--- config.mk ---
export PLATFORM = sky130hd
export DESIGN_NAME = rv_alu_ctrl_flat
export DESIGN_NICKNAME = d
export VERILOG_FILES = /design/src/rtl/rv_alu_ctrl_if.sv /design/src/rtl/rv_alu_ctrl.sv /design/src/flat_wrapper.sv
export SDC_FILE = /design/constraint.sdc
export NUM_CORES = 1
export LEC_CHECK = 0
export ABC_AREA = 1
export BUFFER_PORTS_ARGS = -buffer_cell sky130_fd_sc_hd__buf_2
export CAP_MARGIN = 20
export CELL_PAD_IN_SITES_DETAIL_PLACEMENT = 1
export CELL_PAD_IN_SITES_GLOBAL_PLACEMENT = 2
export CORE_MARGIN = 3
export CORE_UTILIZATION = 26
export DETAILED_ROUTE_END_ITERATION = 8
export GPL_ROUTABILITY_DRIVEN = 0
export PLACE_DENSITY = 0.81
export SLEW_MARGIN = 40
export SYNTH_ARGS = -nofsm -noshare
export SYNTH_HDL_FRONTEND = slang
export SYNTH_SLANG_ARGS = --single-unit
--- constraint.sdc ---
create_clock -name clk -period 3.73 [get_ports clk]
set_input_delay 0 -clock clk [delete_from_list [all_inputs] [get_ports clk]]
set_output_delay 0 -clock clk [all_outputs]
set_load 0.1 [all_outputs]
--- src/rtl/rv_alu_ctrl_if.sv ---
// Handshake and payload bundle between the register-read stage, rv_alu_ctrl and rv_alu.
// The slave modport is the stage's view. The master modport is the driver/sink view.
`timescale 1ns/1ps

interface rv_alu_ctrl_if #(
  parameter int DW = 32
);
  logic          flush;
  logic          in_valid;
  logic          in_ready;
  logic [6:0]    opcode;
  logic [2:0]    funct3;
  logic          funct7_5;
  logic [DW-1:0] rs1_val;
  logic [DW-1:0] rs2_val;
  logic [DW-1:0] imm;
  logic          out_valid;
  logic          out_ready;
  logic [3:0]    ALUop;
  logic [DW-1:0] in1;
  logic [DW-1:0] in2;
  logic          illegal;

  modport slave (
    input  flush, in_valid, opcode, funct3, funct7_5, rs1_val, rs2_val, imm, out_ready,
    output in_ready, out_valid, ALUop, in1, in2, illegal
  );

  modport master (
    output flush, in_valid, opcode, funct3, funct7_5, rs1_val, rs2_val, imm, out_ready,
    input  in_ready, out_valid, ALUop, in1, in2, illegal
  );
endinterface

--- src/rtl/rv_alu_ctrl.sv ---
// ALU issue stage: decodes ALUop/operands with 1-cycle latency. An output + skid pair gives full rate under backpressure.
// in_ready is registered (skid empty). Optional custom-0 NOR is enabled by RV_ALU_CTRL_CUSTOM_NOR_EN.
`timescale 1ns/1ps

module rv_alu_ctrl #(
  parameter int DW = 32
) (
  input  logic          clk,
  input  logic          rst,
  rv_alu_ctrl_if.slave  bus
);

  localparam logic [6:0] OPC_R       = 7'b0110011;
  localparam logic [6:0] OPC_I       = 7'b0010011;
  localparam logic [6:0] OPC_LOAD    = 7'b0000011;
  localparam logic [6:0] OPC_STORE   = 7'b0100011;
  localparam logic [6:0] OPC_BRANCH  = 7'b1100011;
  localparam logic [6:0] OPC_LUI     = 7'b0110111;
  localparam logic [6:0] OPC_CUSTOM0 = 7'b0001011;

  localparam logic [3:0] OP_AND = 4'b0000;
  localparam logic [3:0] OP_OR  = 4'b0001;
  localparam logic [3:0] OP_ADD = 4'b0010;
  localparam logic [3:0] OP_SUB = 4'b0110;
  localparam logic [3:0] OP_SLT = 4'b0111;
`ifdef RV_ALU_CTRL_CUSTOM_NOR_EN
  localparam logic [3:0] OP_NOR = 4'b1100;
`endif

  typedef struct packed {
    logic [3:0]    op;
    logic [DW-1:0] a;
    logic [DW-1:0] b;
    logic          ill;
  } entry_t;

  logic [3:0]    dec_op;
  logic [DW-1:0] dec_a;
  logic [DW-1:0] dec_b;
  logic          dec_legal;
  entry_t        dec;

  entry_t        m_q;
  entry_t        s_q;
  logic          m_vld;
  logic          s_vld;
  logic          in_fire;
  logic          out_fire;

  always_comb begin
    dec_op    = OP_ADD;
    dec_a     = '0;
    dec_b     = '0;
    dec_legal = 1'b0;
    case (bus.opcode)
      OPC_R: begin
        dec_a     = bus.rs1_val;
        dec_b     = bus.rs2_val;
        dec_legal = 1'b1;
        case (bus.funct3)
          3'b000:  dec_op = bus.funct7_5 ? OP_SUB : OP_ADD;
          3'b111:  dec_op = OP_AND;
          3'b110:  dec_op = OP_OR;
          3'b010:  dec_op = OP_SLT;
          default: dec_legal = 1'b0;
        endcase
      end
      OPC_I: begin
        dec_a     = bus.rs1_val;
        dec_b     = bus.imm;
        dec_legal = 1'b1;
        case (bus.funct3)
          3'b000:  dec_op = OP_ADD;
          3'b111:  dec_op = OP_AND;
          3'b110:  dec_op = OP_OR;
          3'b010:  dec_op = OP_SLT;
          default: dec_legal = 1'b0;
        endcase
      end
      OPC_LOAD, OPC_STORE: begin
        dec_op    = OP_ADD;
        dec_a     = bus.rs1_val;
        dec_b     = bus.imm;
        dec_legal = 1'b1;
      end
      OPC_BRANCH: begin
        // Only BEQ/BNE: the comparison is carried by the zero flag of a subtract.
        dec_op    = OP_SUB;
        dec_a     = bus.rs1_val;
        dec_b     = bus.rs2_val;
        dec_legal = (bus.funct3 == 3'b000) || (bus.funct3 == 3'b001);
      end
      OPC_LUI: begin
        dec_op    = OP_ADD;
        dec_a     = '0;
        dec_b     = bus.imm;
        dec_legal = 1'b1;
      end
`ifdef RV_ALU_CTRL_CUSTOM_NOR_EN
      OPC_CUSTOM0: begin
        dec_op    = OP_NOR;
        dec_a     = bus.rs1_val;
        dec_b     = bus.rs2_val;
        dec_legal = (bus.funct3 == 3'b000);
      end
`else
      OPC_CUSTOM0: dec_legal = 1'b0;
`endif
      default: dec_legal = 1'b0;
    endcase

    // Illegal entries carry a neutral ADD of zeros so rv_alu sees harmless operands.
    dec.op  = dec_legal ? dec_op : OP_ADD;
    dec.a   = dec_legal ? dec_a  : '0;
    dec.b   = dec_legal ? dec_b  : '0;
    dec.ill = ~dec_legal;
  end

  assign in_fire  = bus.in_valid & ~s_vld;
  assign out_fire = m_vld & bus.out_ready;

  always_ff @(posedge clk or posedge rst) begin
    if (rst) begin
      m_vld <= 1'b0;
      s_vld <= 1'b0;
      m_q   <= '0;
      s_q   <= '0;
    end else if (bus.flush) begin
      m_vld <= 1'b0;
      s_vld <= 1'b0;
    end else if (!m_vld || out_fire) begin
      if (s_vld) begin
        m_vld <= 1'b1;
        m_q   <= s_q;
      end else if (in_fire) begin
        m_vld <= 1'b1;
        m_q   <= dec;
      end else begin
        m_vld <= 1'b0;
      end
      s_vld <= s_vld & in_fire;
      if (s_vld & in_fire) begin
        s_q <= dec;
      end
    end else if (in_fire) begin
      s_vld <= 1'b1;
      s_q   <= dec;
    end
  end

  assign bus.out_valid = m_vld;
  assign bus.in_ready  = ~s_vld;
  assign bus.ALUop     = m_q.op;
  assign bus.in1       = m_q.a;
  assign bus.in2       = m_q.b;
  assign bus.illegal   = m_q.ill;

endmodule

--- src/flat_wrapper.sv ---
// flat-port wrapper written by rule: the top's interface ports become plain ports
module rv_alu_ctrl_flat 
#(
  parameter int DW = 32
)
  (clk, rst, bus_flush, bus_in_valid, bus_opcode, bus_funct3, bus_funct7_5, bus_rs1_val, bus_rs2_val, bus_imm, bus_out_ready, bus_in_ready, bus_out_valid, bus_ALUop, bus_in1, bus_in2, bus_illegal);
  rv_alu_ctrl_if #(.DW(DW)) bus_i ();
  input  logic clk;
  input  logic rst;
  input wire logic [$bits(bus_i.flush)-1:0] bus_flush;
  input wire logic [$bits(bus_i.in_valid)-1:0] bus_in_valid;
  input wire logic [$bits(bus_i.opcode)-1:0] bus_opcode;
  input wire logic [$bits(bus_i.funct3)-1:0] bus_funct3;
  input wire logic [$bits(bus_i.funct7_5)-1:0] bus_funct7_5;
  input wire logic [$bits(bus_i.rs1_val)-1:0] bus_rs1_val;
  input wire logic [$bits(bus_i.rs2_val)-1:0] bus_rs2_val;
  input wire logic [$bits(bus_i.imm)-1:0] bus_imm;
  input wire logic [$bits(bus_i.out_ready)-1:0] bus_out_ready;
  output wire logic [$bits(bus_i.in_ready)-1:0] bus_in_ready;
  output wire logic [$bits(bus_i.out_valid)-1:0] bus_out_valid;
  output wire logic [$bits(bus_i.ALUop)-1:0] bus_ALUop;
  output wire logic [$bits(bus_i.in1)-1:0] bus_in1;
  output wire logic [$bits(bus_i.in2)-1:0] bus_in2;
  output wire logic [$bits(bus_i.illegal)-1:0] bus_illegal;
  assign bus_i.flush = bus_flush;
  assign bus_i.in_valid = bus_in_valid;
  assign bus_i.opcode = bus_opcode;
  assign bus_i.funct3 = bus_funct3;
  assign bus_i.funct7_5 = bus_funct7_5;
  assign bus_i.rs1_val = bus_rs1_val;
  assign bus_i.rs2_val = bus_rs2_val;
  assign bus_i.imm = bus_imm;
  assign bus_i.out_ready = bus_out_ready;
  assign bus_in_ready = bus_i.in_ready;
  assign bus_out_valid = bus_i.out_valid;
  assign bus_ALUop = bus_i.ALUop;
  assign bus_in1 = bus_i.in1;
  assign bus_in2 = bus_i.in2;
  assign bus_illegal = bus_i.illegal;
  rv_alu_ctrl #(.DW(DW)) u_core (.clk(clk), .rst(rst), .bus(bus_i));
endmodule
==> flow_summary.json <==
{
  "status": "complete, no violations",
  "fp.dieArea_sq_um": 28900,
  "min_period_ns": 2.66,
  "wl_per_cell_um": 13.6,
  "grt_pass1_vias": 7516,
  "final_cell_area_sq_um": 9630,
  "yosysSeqAreaShare_pct": 49.3,
  "layout_commonest_cell": "nand2_1",
  "crit_path_start_kind": "register",
  "power.total_w": 0.00382,
  "core.rowCount": 59,
  "start_util_pct": 26.7,
  "clock_latency_ns": 0.42,
  "finClkSkew_ns": 0.0128,
  "overflow": 0,
  "setup_viol": 0,
  "portBuffers": 181,
  "most-common-layout-cells": "nand2_1, buf_2, nor2_1",
  "clock_sinks": 138,
  "drc": 0,
  "io_pins": 183,
  "drt_first_iter_violations": 266,
  "grt_max_degree": 117,
  "placed_cell_area_sq_um": 8130,
  "drtPass1Iterations": 4,
  "via_per_inst": 4.33,
  "rsz0062_at_grt": "false",
  "cts_setup_buffers": 0,
  "synth-seq-cells": 138,
  "setup_slack_ns": 1.07,
  "synth_nets": 1135,
  "wirelength_um": 22000,
  "p_leak_nw": 5.83,
  "cts_tree": "built",
  "critPathKind": "register to register",
  "tns_ns": 0,
  "cp-end-kind": "register",
  "worstPathArrival_ns": 2.95,
  "yosysUniqueCellTypes": 23,
  "finalHoldViolations": 0,
  "worstPathRequired_ns": 4.03,
  "max_slew_margin_pct": 45.2,
  "hpwl_um": 13900,
  "num_vias": 6977,
  "ys_warn_count": 0,
  "cts_root_buf": "clkbuf_16",
  "drive_above_1_share_pct": 18.5,
  "clockBufferDepth": 2,
  "synth_cells": 1023,
  "peakVddDrop_v": 0.000253,
  "cts-htree-levels": 4,
  "hold_ws_ns": 0.00101,
  "antenna_found_initial": 0,
  "hold_path_class": "input pin to register",
  "drv_slew": 0,
  "cts_inserted_buffers": 17,
  "final.period_utilization_pct": 71.2,
  "fin_nets": 1377,
  "dpl_worst_slack_ns": 1.42,
  "fmax_mhz": 377,
  "syn_area_per_cell_sq_um": 6.85,
  "syn-cell-area_sq_um": 7000,
  "core_area_sq_um": 26300,
  "tightest_slew_ns": 0.822,
  "clk_pin_slew_ns": 0.07,
  "drv_cap": 0,
  "path_max_fanout": 116,
  "track_usage_pct": 15.7,
  "syn2layout_area_growth_pct": 37.5,
  "final_antenna_net_count": 0,
  "antenna_cells": 0,
  "die_width_um": 170,
  "power_density_nw_per_um2": 397,
  "grt_pass1_wl_um": 36800,
  "dieHeight_um": 170
}
-- logic make-up (layout without fill, tap and decap cells) --
logic type	count (synthesis)	after routing	share of synthesized area [%]
AND/OR/NAND/NOR	704	704	38.5
flip-flops	138	138	49.3
buffers and inverters	106	361	6.81
AO/OA/AOI/OAI	74	74	5.29
other	1	1	0.0535
-- where the power goes --
| group | total [W] | internal, W | switching (W) |
|---|---|---|---|
| Clock | 0.00159 | 0.000883 | 0.000709 |
| Combinational | 0.000658 | 0.000170 | 0.000488 |
| Sequential | 0.00157 | 0.00154 | 0.0000261 |
| Total | 0.00382 | 0.00260 | 0.00122 |
-- critical path, stage by stage, from the launching register on --
cell and delay [ns]:
dfrtp_1 0.45, inv_4 0.43, nand2_1 0.18, nor2_4 0.21
clkinv_4 0.53, buf_4 0.47, nand2_1 0.08, o21ai_1 0.07
-- sequential cells by signal, summed over array words and instances (netlist names) --
| signal | flops |
|---|---|
| u_core.bus.ALUop | 3 |
| u_core.bus.illegal | 1 |
| u_core.bus.in1 | 32 |
| u_core.bus.in2 | 32 |
| u_core.bus.out_valid | 1 |
| u_core.s_q | 68 |
| u_core.s_vld | 1 |
-- per-stage QoR --
step                utilization (%)  cells
global placement               30.9   1487
finish                         36.6   1613
CTS                            36.6   1613
floorplan                         -   1023
global route                   36.6   1613
detailed placement             30.9   1487
-- synthesized netlist by cell type (all sizes together) --
master	instances	area share (%)
nand2	510	27
nor2	182	10
dfrtp	138	49
o21ai	73	5.2
inv	47	2.5
buf	31	2.8
clkbuf	28	1.5
nand3	5	0.50
nor3	4	0.29
nand4	2	0.27
a21oi	1	0.071
conb	1	0.054
or2	1	0.13
-- layout make-up --
| class | count | area, sq um |
|---|---|---|
| Sequential cell | 138 | 3450 |
| Timing Repair Buffer | 282 | 1920 |
| Clock buffer | 18 | 439 |
| Tap cell | 335 | 419 |
| Fill cell | 3317 | 16700 |
| Inverter | 47 | 191 |
| Clock inverter | 14 | 115 |
| Multi-Input combinational cell | 779 | 3090 |
-- metal layers --
layer / global-route usage (%) / vias to the layer above / routed length [um]
met5: 0 / - / 0
met4: 4.30 / 0 / 361
met1: 19.6 / 3265 / 10000
li1: - / 3565 / -
met3: 3.02 / 23 / 827
met2: 27.6 / 124 / 10800
-- path summary, 6_finish.rpt --
kind | from | to | slack, ns | depth (start not counted)
max | u_core.s_vld | u_core.s_q[58] | 1.07 | 7
min reg2reg | u_core.bus.in1[31] | u_core.bus.in1[31] | 0.47 | 2
min in group asynchronous | rst | u_core.bus.in2[29] | 0.24 | 3
max in group asynchronous | rst | u_core.s_q[51] | 2.65 | 4
min | bus_rs2_val[8] | u_core.s_q[9] | 0.001 | 5
max reg2reg | u_core.s_vld | u_core.s_q[58] | 1.07 | 7
-- repair_timing --
action,4_1_cts,5_1_grt
endpoints found under the hold margin,163,0
hold buffers,94,0
gates resized for setup,0,0
Power figures use the tool's default switching activity.
